==> src/rtl/mmio_uart_tx.sv <==
// Memory-mapped console transmitter. Bus stores to TXDATA queue bytes in a
// small circular FIFO; an 8N1 serializer drains the FIFO onto tx_o.
// Register window (offset from BASE_ADDR): 0x0 TXDATA, 0x4 STATUS,
// 0x8 CTRL, 0xC DROPCNT. Loads are combinational.
module mmio_uart_tx #(
  parameter logic [31:0] BASE_ADDR    = 32'h0000_1000,
  parameter int unsigned CLKS_PER_BIT = 16,
  parameter int unsigned FIFO_AW      = 3
) (
  input  logic        clk,
  input  logic        rst,
  input  logic        ce,
  input  logic        we,
  input  logic [31:0] addr,
  input  logic [31:0] data_i,
  output logic [31:0] data_o,
  output logic        sel_o,
  output logic        tx_o,
  output logic        busy_o
);

  localparam int unsigned DEPTH = 1 << FIFO_AW;
  localparam int unsigned CNT_W = (CLKS_PER_BIT > 1) ? $clog2(CLKS_PER_BIT) : 1;
  localparam logic [CNT_W-1:0] BIT_LAST  = CNT_W'(CLKS_PER_BIT - 1);
  localparam logic [FIFO_AW:0] FIFO_FULL = (FIFO_AW + 1)'(DEPTH);

  typedef enum logic [1:0] {S_IDLE, S_START, S_DATA, S_STOP} state_t;

  // Bus decode
  logic       w_hit;
  logic [1:0] w_off;
  logic       w_wr_tx;
  logic       w_wr_ctrl;

  // Control / status registers
  logic       r_enable;
  logic [7:0] r_dropcnt;

  // FIFO
  logic [7:0]       r_mem [DEPTH];
  logic [FIFO_AW-1:0] r_rd_ptr;
  logic [FIFO_AW-1:0] r_wr_ptr;
  logic [FIFO_AW:0]   r_count;
  logic             w_full;
  logic             w_empty;
  logic             w_push;
  logic             w_pop;
  logic             w_drop;
  logic [7:0]       w_head;
  logic [7:0]       w_count8;

  // Serializer
  state_t           r_state;
  state_t           w_state_next;
  logic [CNT_W-1:0] r_bit_cnt;
  logic [CNT_W-1:0] w_bit_cnt_next;
  logic [2:0]       r_bit_idx;
  logic [2:0]       w_bit_idx_next;
  logic [7:0]       r_shift;
  logic [7:0]       w_shift_next;
  logic             r_tx;
  logic             w_tx_next;

  logic [31:0]      w_status;
  logic             w_unused;

  assign w_hit     = ce && (addr[31:4] == BASE_ADDR[31:4]);
  assign w_off     = addr[3:2];
  assign w_wr_tx   = w_hit && we && (w_off == 2'd0);
  assign w_wr_ctrl = w_hit && we && (w_off == 2'd2);
  assign sel_o     = w_hit;

  assign w_full  = (r_count == FIFO_FULL);
  assign w_empty = (r_count == '0);
  assign w_head  = r_mem[r_rd_ptr];
  assign w_pop   = (r_state == S_IDLE) && r_enable && !w_empty;
  // A full FIFO still accepts a push when the head leaves on the same edge.
  assign w_push  = w_wr_tx && (!w_full || w_pop);
  assign w_drop  = w_wr_tx && !w_push;

  assign busy_o = (r_state != S_IDLE);
  assign tx_o   = r_tx;

  assign w_unused = ^{addr[1:0], data_i[31:8]};

  // Zero-extend the occupancy count into the 8-bit STATUS field
  always_comb begin
    w_count8             = '0;
    w_count8[FIFO_AW:0]  = r_count;
  end

  assign w_status = {16'h0000, w_count8, 5'b00000, busy_o, w_empty, w_full};

  // Combinational load data; zero whenever this block is not the load target
  always_comb begin
    data_o = '0;
    if (w_hit && !we) begin
      unique case (w_off)
        2'd0:    data_o = '0;
        2'd1:    data_o = w_status;
        2'd2:    data_o = {31'h0, r_enable};
        default: data_o = {24'h0, r_dropcnt};
      endcase
    end
  end

  // CTRL enable and saturating drop counter; a clear beats a same-cycle drop
  always_ff @(posedge clk) begin
    if (rst) begin
      r_enable  <= 1'b1;
      r_dropcnt <= '0;
    end else begin
      if (w_wr_ctrl) begin
        r_enable <= data_i[0];
      end
      if (w_wr_ctrl && data_i[1]) begin
        r_dropcnt <= '0;
      end else if (w_drop && (r_dropcnt != 8'hFF)) begin
        r_dropcnt <= r_dropcnt + 1'b1;
      end
    end
  end

  // FIFO storage array, written on accepted pushes (contents need no reset)
  always_ff @(posedge clk) begin
    if (w_push) begin
      r_mem[r_wr_ptr] <= data_i[7:0];
    end
  end

  // FIFO pointers and occupancy
  always_ff @(posedge clk) begin
    if (rst) begin
      r_rd_ptr <= '0;
      r_wr_ptr <= '0;
      r_count  <= '0;
    end else begin
      if (w_push) begin
        r_wr_ptr <= r_wr_ptr + 1'b1;
      end
      if (w_pop) begin
        r_rd_ptr <= r_rd_ptr + 1'b1;
      end
      unique case ({w_push, w_pop})
        2'b10:   r_count <= r_count + 1'b1;
        2'b01:   r_count <= r_count - 1'b1;
        default: r_count <= r_count;
      endcase
    end
  end

  // Serializer state register, bit timing, shift register and tx_o flop
  always_ff @(posedge clk) begin
    if (rst) begin
      r_state   <= S_IDLE;
      r_bit_cnt <= '0;
      r_bit_idx <= '0;
      r_shift   <= '0;
      r_tx      <= 1'b1;
    end else begin
      r_state   <= w_state_next;
      r_bit_cnt <= w_bit_cnt_next;
      r_bit_idx <= w_bit_idx_next;
      r_shift   <= w_shift_next;
      r_tx      <= w_tx_next;
    end
  end

  // Serializer next-state: one CLKS_PER_BIT window per start/data/stop bit
  always_comb begin
    w_state_next   = r_state;
    w_bit_cnt_next = r_bit_cnt;
    w_bit_idx_next = r_bit_idx;
    w_shift_next   = r_shift;
    unique case (r_state)
      S_IDLE: begin
        w_bit_cnt_next = '0;
        w_bit_idx_next = '0;
        if (w_pop) begin
          w_shift_next = w_head;
          w_state_next = S_START;
        end
      end
      S_START: begin
        if (r_bit_cnt == BIT_LAST) begin
          w_bit_cnt_next = '0;
          w_state_next   = S_DATA;
        end else begin
          w_bit_cnt_next = r_bit_cnt + 1'b1;
        end
      end
      S_DATA: begin
        if (r_bit_cnt == BIT_LAST) begin
          w_bit_cnt_next = '0;
          if (r_bit_idx == 3'd7) begin
            w_state_next = S_STOP;
          end else begin
            w_bit_idx_next = r_bit_idx + 1'b1;
            w_shift_next   = {1'b0, r_shift[7:1]};
          end
        end else begin
          w_bit_cnt_next = r_bit_cnt + 1'b1;
        end
      end
      default: begin
        if (r_bit_cnt == BIT_LAST) begin
          w_bit_cnt_next = '0;
          w_state_next   = S_IDLE;
        end else begin
          w_bit_cnt_next = r_bit_cnt + 1'b1;
        end
      end
    endcase
  end

  // Serial line level for the next cycle, decoded from next state and shift
  always_comb begin
    w_tx_next = 1'b1;
    unique case (w_state_next)
      S_START: w_tx_next = 1'b0;
      S_DATA:  w_tx_next = w_shift_next[0];
      default: w_tx_next = 1'b1;
    endcase
  end

endmodule

==> config.mk <==
export PLATFORM = sky130hd
export DESIGN_NAME = mmio_uart_tx
export DESIGN_NICKNAME = d
export VERILOG_FILES = /design/src/rtl/mmio_uart_tx.sv
export SDC_FILE = /design/constraint.sdc
export NUM_CORES = 1
export LEC_CHECK = 0
export BUFFER_PORTS_ARGS = -buffer_cell sky130_fd_sc_hd__buf_4
export CORE_MARGIN = 3
export CORE_UTILIZATION = 50
export CTS_CLUSTER_SIZE = 28
export DETAILED_ROUTE_END_ITERATION = 10
export HOLD_SLACK_MARGIN = 0.06
export PLACE_DENSITY = 0.73
export SLEW_MARGIN = 25
export SYNTH_ARGS = -nofsm -noshare
export SYNTH_HDL_FRONTEND = slang
export SYNTH_SLANG_ARGS = --single-unit
==> constraint.sdc <==
create_clock -name clk -period 4.3 [get_ports clk]
set_clock_uncertainty 0.05 [all_clocks]
set_input_delay 0 -clock clk [delete_from_list [all_inputs] [get_ports clk]]
set_output_delay 0 -clock clk [all_outputs]
set_load 0.005 [all_outputs]
==> summary.md <==
| Metric | Value |
|---|---|
| Drt wl/cell | `15.76 um` |
| Final period util | `74.56%` |
| Antenna diode count | `0` |
| Worst-skew pair later-pin latency | `0.37 ns` |
| Met1 Use GR | `23.67%` |
| Die area | `0.01067 sq mm` |
| Post-DP HPWL | `6.240 mm` |
| Cts bufs inserted | `9` |
| # IOs | `103` |
| Area Growth Syn to Fin | `16.76%` |
| Critical Path Start Type | `flip-flop` |
| Final Setup Violations | `0` |
| Yosys cell types | `56` |
| Switch share | `23.13%` |
| Crit path kind | `flip-flop to flip-flop` |
| Post-synth EDFFs | `64` |
| Final Net Count | `511` |
| Reg2Reg Depth | `11` |
| Fill count | `683` |
| Vias in the first global route | `2795` |
| Cell with the most instances after synthesis | `edfxtp_1` |
| Via count | `3037` |
| Resize count post-CTS | `0` |
| CP Data Required Time | `4.56 ns` |
| Clock Path Buffers | `2` |
| Flop pwr share | `61.4%` |
| Outcome | `finished, final reports clean` |
| Final GP Congestion | `0.7643` |
| 1st-iter DRT viols | `133` |
| Arr. time, crit path | `3.47 ns` |
| Core Region | `0.008976 sq mm` |
| Flops & latches, synth | `104` |
| Register area | `0.002724 sq mm` |
| Leakage power | `1.984 nW` |
| Setup TNS | `0 ns` |
| HP Class | `input pin to flip-flop` |
| Max_cap viols | `0` |
| Fmax | `311.9 MHz` |
| Final Slew Violations | `0` |
| Drt via density | `5.375` |
| DR pass1 iterations | `4` |
| Clock power share | `34.7%` |
| Synth Flop Type | `edfxtp_1` |
| Mean Syn Cell Area | `13.00 sq um` |
| Setup bufs post-CTS | `0` |
| Hold_ws | `0.08417 ns` |
| Slew @ Worst Pin | `0.8969 ns` |
| Htree depth | `3` |
| Post-route minimum period | `3.206 ns` |
| Initial core utilization | `52.72%` |
| Hold Vio Cnt, Final | `0` |
| IO Port Bufs | `56` |
| Clock Sinks | `104` |
| Total Wirelength | `8.903 mm` |
| First-pass GRT wire length | `14.10 mm` |
| Warning count from the yosys run | `0` |
| GRT Total Usage | `17.50%` |
| Post-Syn Area | `0.004732 sq mm` |
| Power per cell area | `311.2 mW/mm^2` |
| DRC Markers | `0` |
| Mapped Cells | `364` |
| CTS tree | `done` |
| Gate power share | `3.9%` |
| P_int | `1.322 mW` |
| CTS Hold Buffers Added | `10` |
| Met2 Use GR | `29.16%` |
| Seq/Total Area, Yosys | `57.54%` |
| Post-route ant nets | `0` |
| Multi-input logic area | `0.001837 sq mm` |
| RSZ-0062 raised after global routing | `false` |
| Ranking of synthesized cells by area | `edfxtp_1 41%, dfxtp_1 17%, mux4_2 7.6%` |
| GR Overflow Total | `0` |
| Slew headroom | `40.05%` |
| Cell taking the most area after synthesis | `edfxtp_1` |
| Initial antenna violation count | `0` |
| CTS root buffer | `clkbuf_8` |
| Met3 usage | `4.494%` |
| Max VDD drop | `0.2048 mV` |
| Net switching power | `0.3977 mW` |
| FFs w/ async S/R, synth | `0%` |
| Clk slew on worst S/H paths | `0.11 ns` |
| Largest net degree at the start of global routing | `30` |
| Die Width | `103.3 um` |
| Commonest cells post-synth | `64 x edfxtp_1, 45 x nor2_1, 40 x dfxtp_1, 20 x a21oi_1, 20 x buf_4` |
| Share of the synthesized area in the top cell type | `40.61%` |
| Share of layout cells above drive strength 1 | `26.65%` |
| CP Capture Type | `flip-flop` |
| Die H | `103.3 um` |
| Hold Path Depth | `6` |
| Top Usage Layer GRT | `met2` |
| Row count | `34` |
| Critical path peak fanout | `10` |
==> critical path, stage by stage (launching register included) <==
cell and delay (ns):
dfxtp_1 0.41, or3b_2 0.55, a21oi_1 0.15, nor3b_2 0.44
inv_1 0.21, ha_1 0.33, xor2_1 0.17, ha_1 0.18
a21oi_1 0.14, xor2_1 0.09, or3_1 0.31, a21oi_1 0.13
==> cell families after synthesis <==
| family | synth area share (%) |
|---|---|
| buf+inv | 5.156 |
| xor+xnor | 2.221 |
| flops | 57.54 |
| mux | 10.39 |
| compound gates | 6.531 |
| simple gates | 15.71 |
| other cells | 0.07925 |
| fa+ha+maj | 2.380 |
==> power by group through the flow <==
stage | combinational (mW) | clock [mW] | sequential [mW]
detailed placement | 0.0601 | 0 | 1.08
CTS | 0.0674 | 0.606 | 1.06
finish | 0.0673 | 0.597 | 1.05
floorplan | 0.0295 | 0 | 1.08
global route | 0.0752 | 0.651 | 1.06
global placement | 0.0584 | 0 | 1.08
==> sequential cells by signal, indices dropped and copies added, names as in the netlist, named ones only <==
register / flops
r_shift: 8
r_state: 2
r_count: 4
r_bit_cnt: 4
r_wr_ptr: 3
r_rd_ptr: 3
r_mem: 64
tx_o: 1
r_enable: 1
r_dropcnt: 8
r_bit_idx: 3
==> cell usage in the layout, fill, tap and decap left out, types with 3 or more instances in the layout <==
cell type,n
a21oi_1,20
a221oi_1,6
and2_1,9
buf_4,64
clkbuf_8,9
conb_1,20
dfxtp_1,39
dlygate4sd3_1,10
edfxtp_1,64
ha_1,9
inv_1,6
mux2i_1,12
mux4_2,16
nand2_1,13
nand3_1,7
nor2_1,45
nor3_1,5
nor4_1,3
nor4b_1,3
nor4b_2,3
o21ai_0,9
or3_1,6
or4_1,3
xnor2_1,5
xor2_1,7
==> stage by stage <==
stage                     instance area (sq um)  instances  setup WS [ns]  power (mW)  util, %
after floorplan                            4803        383          1.308       1.108        -
after global placement                     5220        539          1.167       1.136    58.15
after detailed placement                   5221        539          1.126       1.138    58.17
after CTS                                  5525        565          1.109       1.728    61.56
after global routing                       5525        565         0.8644       1.782    61.56
final                                      5525        565          1.094       1.719    61.56
==> routing by layer <==
metal / vias to the layer above / part of all wire, %
met1: 1482 / 43
met5: - / 0
met2: 82 / 51
met4: 0 / 0.71
li1: 1469 / -
met3: 4 / 5.4
==> area by class of cell <==
type / instances / share of cell area, %
Inverter: 6 / 0.4076
Tap cell: 126 / 2.853
Clock buffer: 9 / 2.242
Sequential cell: 104 / 49.30
Multi-Input combinational cell: 239 / 33.24
Timing Repair Buffer: 74 / 10.51
Clock inverter: 7 / 1.449
==> final timing paths <==
path	from	end	slack (ns)
worst max-delay path	r_state[1]$_SDFF_PP0_	r_count[2]$_SDFFE_PP0P_	1.09
worst min-delay path	addr[15]	r_dropcnt[6]$_SDFFE_PP0P_	0.08
worst max register to register	r_state[1]$_SDFF_PP0_	r_count[2]$_SDFFE_PP0P_	1.09
worst min register to register	r_bit_cnt[0]$_SDFF_PP0_	r_bit_cnt[0]$_SDFF_PP0_	0.41
Power figures use the tool's default switching activity.
